$ cat config.mk
export PLATFORM = sky130hd
export DESIGN_NAME = mux_rr_arbiter_flat
export DESIGN_NICKNAME = d
export VERILOG_FILES = /design/src/rtl/mux_pkg.sv /design/src/rtl/mux_rr_arbiter_if.sv /design/src/rtl/mux_nx1.sv /design/src/rtl/mux_rr_arbiter.sv /design/src/flat_wrapper.sv
export SDC_FILE = /design/constraint.sdc
export NUM_CORES = 1
export LEC_CHECK = 0
export BUFFER_PORTS_ARGS = -buffer_cell sky130_fd_sc_hd__buf_2
export CAP_MARGIN = 0
export CORE_MARGIN = 2
export CORE_UTILIZATION = 53
export DETAILED_ROUTE_END_ITERATION = 6
export GPL_TIMING_DRIVEN = 0
export PLACE_DENSITY = 0.82
export SLEW_MARGIN = 0
export SYNTH_ARGS = -nofsm -noshare
export SYNTH_HDL_FRONTEND = slang
export SYNTH_SLANG_ARGS = --single-unit
$ cat constraint.sdc
create_clock -name clk -period 3.3 [get_ports clk]
set_input_delay 0.66 -clock clk [delete_from_list [all_inputs] [get_ports clk]]
set_output_delay 0.66 -clock clk [all_outputs]
set_load 0.02 [all_outputs]
$ cat src/rtl/mux_pkg.sv
// Shared types and the rotating first-one search used by the mux arbiter.
package mux_pkg;

  localparam int MAX_N = 16;

  typedef enum logic {IDLE = 1'b0, GRANT = 1'b1} state_e;

  typedef struct packed {
    logic       found;
    logic [3:0] idx;
  } pick_t;

  // First set bit of req scanning start, start+1 .. start+n-1 (mod n).
  function automatic pick_t rr_pick(input logic [MAX_N-1:0] req,
                                    input logic [3:0]       start,
                                    input int               n);
    pick_t res;
    int    j;
    res = '0;
    for (int i = 0; i < MAX_N; i++) begin
      if (i < n) begin
        j = int'(start) + i;
        if (j >= n) j = j - n;
        if (!res.found && req[j]) begin
          res.found = 1'b1;
          res.idx   = 4'(j);
        end
      end
    end
    return res;
  endfunction

endpackage

$ cat src/rtl/mux_rr_arbiter_if.sv
// Request/data/grant bundle between N sources and the shared-channel arbiter.
interface mux_rr_arbiter_if #(
  parameter int N = 4,
  parameter int W = 8
);
  localparam int SW = $clog2(N);

  logic [N-1:0]   req;
  logic [N*W-1:0] data_in;
  logic [N-1:0]   gnt;
  logic [SW-1:0]  sel;
  logic [W-1:0]   y;
  logic           y_valid;

  modport master (output req, data_in, input gnt, sel, y, y_valid);
  modport slave  (input req, data_in, output gnt, sel, y, y_valid);
endinterface

$ cat src/rtl/mux_nx1.sv
// Combinational N:1 word multiplexer; out-of-range selects yield zero.
module mux_nx1 #(
  parameter  int N  = 4,
  parameter  int W  = 8,
  localparam int SW = $clog2(N)
) (
  input  logic [N*W-1:0] data_i,
  input  logic [SW-1:0]  sel_i,
  output logic [W-1:0]   data_o
);

  always_comb begin
    data_o = '0;
    for (int k = 0; k < N; k++) begin
      if (sel_i == SW'(k)) data_o = data_i[k*W +: W];
    end
  end

endmodule

$ cat src/rtl/mux_rr_arbiter.sv
// Round-robin arbiter driving a shared N:1 word mux, with a per-grant hold limit.
// y/y_valid trail gnt by one cycle; back-to-back grants insert no idle cycle.
module mux_rr_arbiter
  import mux_pkg::*;
#(
  parameter int N        = 4,
  parameter int W        = 8,
  parameter int MAX_HOLD = 15
) (
  input  logic              clk,
  input  logic              rst_n,
  mux_rr_arbiter_if.slave   bus
);

  localparam int SW = $clog2(N);
  localparam int HW = $clog2(MAX_HOLD + 1);

  state_e           state_q, state_d;
  logic [N-1:0]     gnt_q, gnt_d;
  logic [SW-1:0]    sel_q, sel_d;
  logic [SW-1:0]    ptr_q, ptr_d;
  logic [HW-1:0]    hold_q, hold_d;
  logic [W-1:0]     y_q;
  logic             y_valid_q;

  logic [W-1:0]     mux_out;
  logic [SW-1:0]    sel_nxt;
  logic             release_w;
  logic [MAX_N-1:0] req_ext;
  logic [MAX_N-1:0] cand;
  pick_t            pick;

  mux_nx1 #(.N(N), .W(W)) u_mux (
    .data_i (bus.data_in),
    .sel_i  (sel_q),
    .data_o (mux_out)
  );

  always_comb begin
    state_d   = state_q;
    gnt_d     = gnt_q;
    sel_d     = sel_q;
    ptr_d     = ptr_q;
    hold_d    = hold_q;
    pick      = '0;
    req_ext   = '0;
    req_ext[N-1:0] = bus.req;
    cand      = req_ext;
    sel_nxt   = (sel_q == SW'(N - 1)) ? '0 : sel_q + SW'(1);
    release_w = !bus.req[sel_q] || (hold_q == HW'(MAX_HOLD - 1));

    unique case (state_q)
      IDLE: begin
        pick = rr_pick(req_ext, 4'(ptr_q), N);
        if (pick.found) begin
          state_d = GRANT;
          sel_d   = SW'(pick.idx);
          gnt_d   = N'(1) << pick.idx;
          hold_d  = '0;
        end
      end
      GRANT: begin
        if (!release_w) begin
          hold_d = hold_q + HW'(1);
        end else begin
          // The outgoing owner is masked so a waiting peer always wins the rescan.
          ptr_d        = sel_nxt;
          hold_d       = '0;
          cand[sel_q]  = 1'b0;
          pick         = rr_pick(cand, 4'(sel_nxt), N);
          if (pick.found) begin
            sel_d = SW'(pick.idx);
            gnt_d = N'(1) << pick.idx;
          end else if (!bus.req[sel_q]) begin
            state_d = IDLE;
            gnt_d   = '0;
          end
        end
      end
      default: state_d = IDLE;
    endcase
  end

  always_ff @(posedge clk) begin
    if (!rst_n) begin
      state_q   <= IDLE;
      gnt_q     <= '0;
      sel_q     <= '0;
      ptr_q     <= '0;
      hold_q    <= '0;
      y_q       <= '0;
      y_valid_q <= 1'b0;
    end else begin
      state_q   <= state_d;
      gnt_q     <= gnt_d;
      sel_q     <= sel_d;
      ptr_q     <= ptr_d;
      hold_q    <= hold_d;
      y_valid_q <= (state_q == GRANT);
      if (state_q == GRANT) y_q <= mux_out;
    end
  end

  assign bus.gnt     = gnt_q;
  assign bus.sel     = sel_q;
  assign bus.y       = y_q;
  assign bus.y_valid = y_valid_q;

endmodule

$ cat src/flat_wrapper.sv
// flat-port wrapper written by rule: the top's interface ports become plain ports
module mux_rr_arbiter_flat import mux_pkg::*;
#(
  parameter int N        = 4,
  parameter int W        = 8,
  parameter int MAX_HOLD = 15
)
  (clk, rst_n, bus_req, bus_data_in, bus_gnt, bus_sel, bus_y, bus_y_valid);
  mux_rr_arbiter_if #(.N(N), .W(W)) bus_i ();
  input  logic clk;
  input  logic rst_n;
  input wire logic [$bits(bus_i.req)-1:0] bus_req;
  input wire logic [$bits(bus_i.data_in)-1:0] bus_data_in;
  output wire logic [$bits(bus_i.gnt)-1:0] bus_gnt;
  output wire logic [$bits(bus_i.sel)-1:0] bus_sel;
  output wire logic [$bits(bus_i.y)-1:0] bus_y;
  output wire logic [$bits(bus_i.y_valid)-1:0] bus_y_valid;
  assign bus_i.req = bus_req;
  assign bus_i.data_in = bus_data_in;
  assign bus_gnt = bus_i.gnt;
  assign bus_sel = bus_i.sel;
  assign bus_y = bus_i.y;
  assign bus_y_valid = bus_i.y_valid;
  mux_rr_arbiter #(.N(N), .W(W), .MAX_HOLD(MAX_HOLD)) u_core (.clk(clk), .rst_n(rst_n), .bus(bus_i));
endmodule
==> reports/results.ini <==
[run_status]
outcome=completed

[clocking]
cts-root-buf=clkbuf_4
tritoncts=done
cts_buffers=3
clk_pin_slew_ns=0.12
cts_setup_buffers=0
clkSinkCount=22
cts_max_level=1
cts_buffer_depth=2
clk_latency_ns=0.30

[final_layout]
layout_common_cells=buf_2 (55), nor2_1 (33), a21oi_1 (23), dfxtp_1 (21), nand2_1 (18)
layoutNonFillerInstCount=341
finish.instance_area_mm2=0.00223
drive_gt1_share_pct=27.5
num-fill-cells=287
final_common_cell=buf_2
antenna_cells=0
multi_input_area_mm2=0.00132
final_nets=346
register_area_um2=442
layout-area-overhead-vs-synth_pct=18.1

[route]
drtIter0Drc=129
ant_nets=0
wl_per_cell_um=13.4
drtPass1Iterations=6
drc=0
postRouteWirelength_um=4570
viasPerCell=5.80
num_vias=1979

[critical_path]
worstPathCellList=buf_2 -> inv_1 -> ha_1 -> mux4_2 -> inv_2 -> o221ai_1 -> o31ai_2 -> nand3_2 -> a221oi_1 -> nor3_1
worstPathRequired_ns=3.47
path_max_fanout=11
arrival_ns=3.21
slowest_stage=mux4_2
crit_start=u_core.bus.sel[0]$_SDFFE_PN0P_
worstSetupEndpointType=flip-flop
critPathKind=flip-flop to flip-flop
max_stage_delay_ns=0.56
setup.worst_path.start_class=flip-flop
worstReg2RegStart=u_core.bus.sel[0]$_SDFFE_PN0P_

[place]
dp.cells=338
gp_congestion=0.856
placed_area_mm2=0.00220
port_buffers=52
hpwl_um=3610

[power]
irDropWorstVdd_v=0.000425
power_mw=1.92
powerDensity_mw_per_mm2=862
p_leak_nw=0.969

[synthesis]
syn_inst=240
syn_area_mm2=0.00189
yosysWarnings=0
synthArstFlopShare_pct=0
ys_types=54
syn_avg_cell_area_um2=7.86
ys_ff_latch=22
synth_ff_type=dfxtp_1
ys_seq_area_share_pct=23.4
synth_edf_count=0
syn_nets=289

[floorplanning]
row_count=21
fp.dieArea_mm2=0.00405
io_pins=53
die_x_um=63.6
core_mm2=0.00339
die_h_um=63.6
initial_utilization_pct=55.6

[sta]
hold_slack_ns=0.471
worst_pin_slew_ns=0.499
slew_violations=0
max_freq_mhz=329
period_share_pct=92.1
finClkSkew_ns=0.00778
final_hold_viol_count=0
setup_viol=0
rsz0062_at_grt=no
tns_ns=0
fin_crit_ns=3.04
slew_headroom_pct=66.7

[min_path]
hold_class=flip-flop to flip-flop
min_from=u_core.bus.gnt[3]$_SDFFE_PN0P_

[global_routing]
grt_max_degree=12
grt_pass1_wl_um=7850
track_usage_pct=23.4
grt_pass1_vias=1887
overflow=0
antenna_found_initial=0

[flow_run]
maxCapViolCount=0

## sequential cells by signal (all words and copies together) (netlist names)
| name | count |
|---|---|
| u_core.bus.y | 8 |
| u_core.bus.y_valid | 1 |
| u_core.hold_q | 4 |
| u_core.bus.sel | 2 |
| u_core.bus.gnt | 4 |
| u_core.ptr_q | 2 |
| u_core.state_q | 1 |
## what timing repair did
action	in CTS	in global routing
hold buffers	0	0
resized for setup	0	1
endpoints found under the setup margin	0	6
## cell type report
class	count	area share (%)
sequential	22	19.8
tap	46	2.58
inverter	13	2.19
buffer	17	3.37
timing repair buffer	52	11.7
clock buffer	3	1.01
multi-input combinational	188	59.3
## metal layers
metal	vias to the layer above	track usage, %	share of wire (%)
li1	989	-	-
met1	921	28.1	43
met2	65	43.3	51
met3	4	4.29	5.8
met4	0	4.62	0.72
met5	-	0	0
## cells by family (layout without fill, tap and decap cells)
| kind of cell | count (synthesis) | after routing | synth area share, % |
|---|---|---|---|
| adder cells (fa/ha/maj) | 11 | 11 | 7.30 |
| multiplexers | 10 | 10 | 8.16 |
| AND/OR/NAND/NOR | 88 | 88 | 24.1 |
| buffers and inverters | 30 | 85 | 6.57 |
| flip-flops | 22 | 22 | 23.4 |
| AO/OA/AOI/OAI | 79 | 79 | 30.5 |
## cell usage after synthesis, types with 3 or more instances
library cell,instances,share of area (%)
nor2_1,33,6.6
a21oi_1,23,6.1
dfxtp_1,22,23
nand2_1,18,3.6
clkbuf_1,13,2.6
inv_1,12,2.4
ha_1,11,7.3
o21ai_0,10,2.7
a22oi_1,8,3.2
o211ai_1,8,3.2
nand3_1,6,1.6
mux4_2,4,4.8
nor2b_1,4,1.3
a2bb2oi_1,3,1.4
buf_2,3,0.80
mux2_2,3,1.8
mux2i_1,3,1.6
nand2b_1,3,1.0
nand3b_1,3,1.2
nor3_1,3,0.80
nor3b_1,3,1.2
## critical path: cells and delay by family, from the launching register on
kind,cells,cell delay [ns]
and+or+nand+nor,2,0.23
muxes,1,0.56
adders and majority gates,1,0.43
buffers and inverters,3,0.50
AOI/OAI and AO/OA,3,0.73
DFF,1,0.46
## path summary, 6_finish.rpt
check | cells past startpoint | endpoint | slack (ns)
worst max-delay path | 10 | u_core.bus.gnt[0]$_SDFFE_PN0P_ | 0.26
worst min-delay path | 2 | u_core.bus.gnt[3]$_SDFFE_PN0P_ | 0.47
worst max register to register | 10 | u_core.bus.gnt[0]$_SDFFE_PN0P_ | 0.26
worst min register to register | 2 | u_core.bus.gnt[3]$_SDFFE_PN0P_ | 0.47
## per-stage QoR
| stage | setup slack [ns] | util, % |
|---|---|---|
| floorplan | 0.382 | - |
| global placement | 0.143 | 65.0 |
| detailed placement | 0.158 | 65.0 |
| CTS | 0.133 | 65.7 |
| global route | 0.0164 | 65.7 |
| finish | 0.260 | 65.7 |
## where the power goes
part	switching (mW)	internal, mW
clock network	0.0753	0.0425
registers	0.0602	0.344
logic	0.826	0.571
total	0.961	0.958
Note: power is estimated with default switching activity, not from simulation.
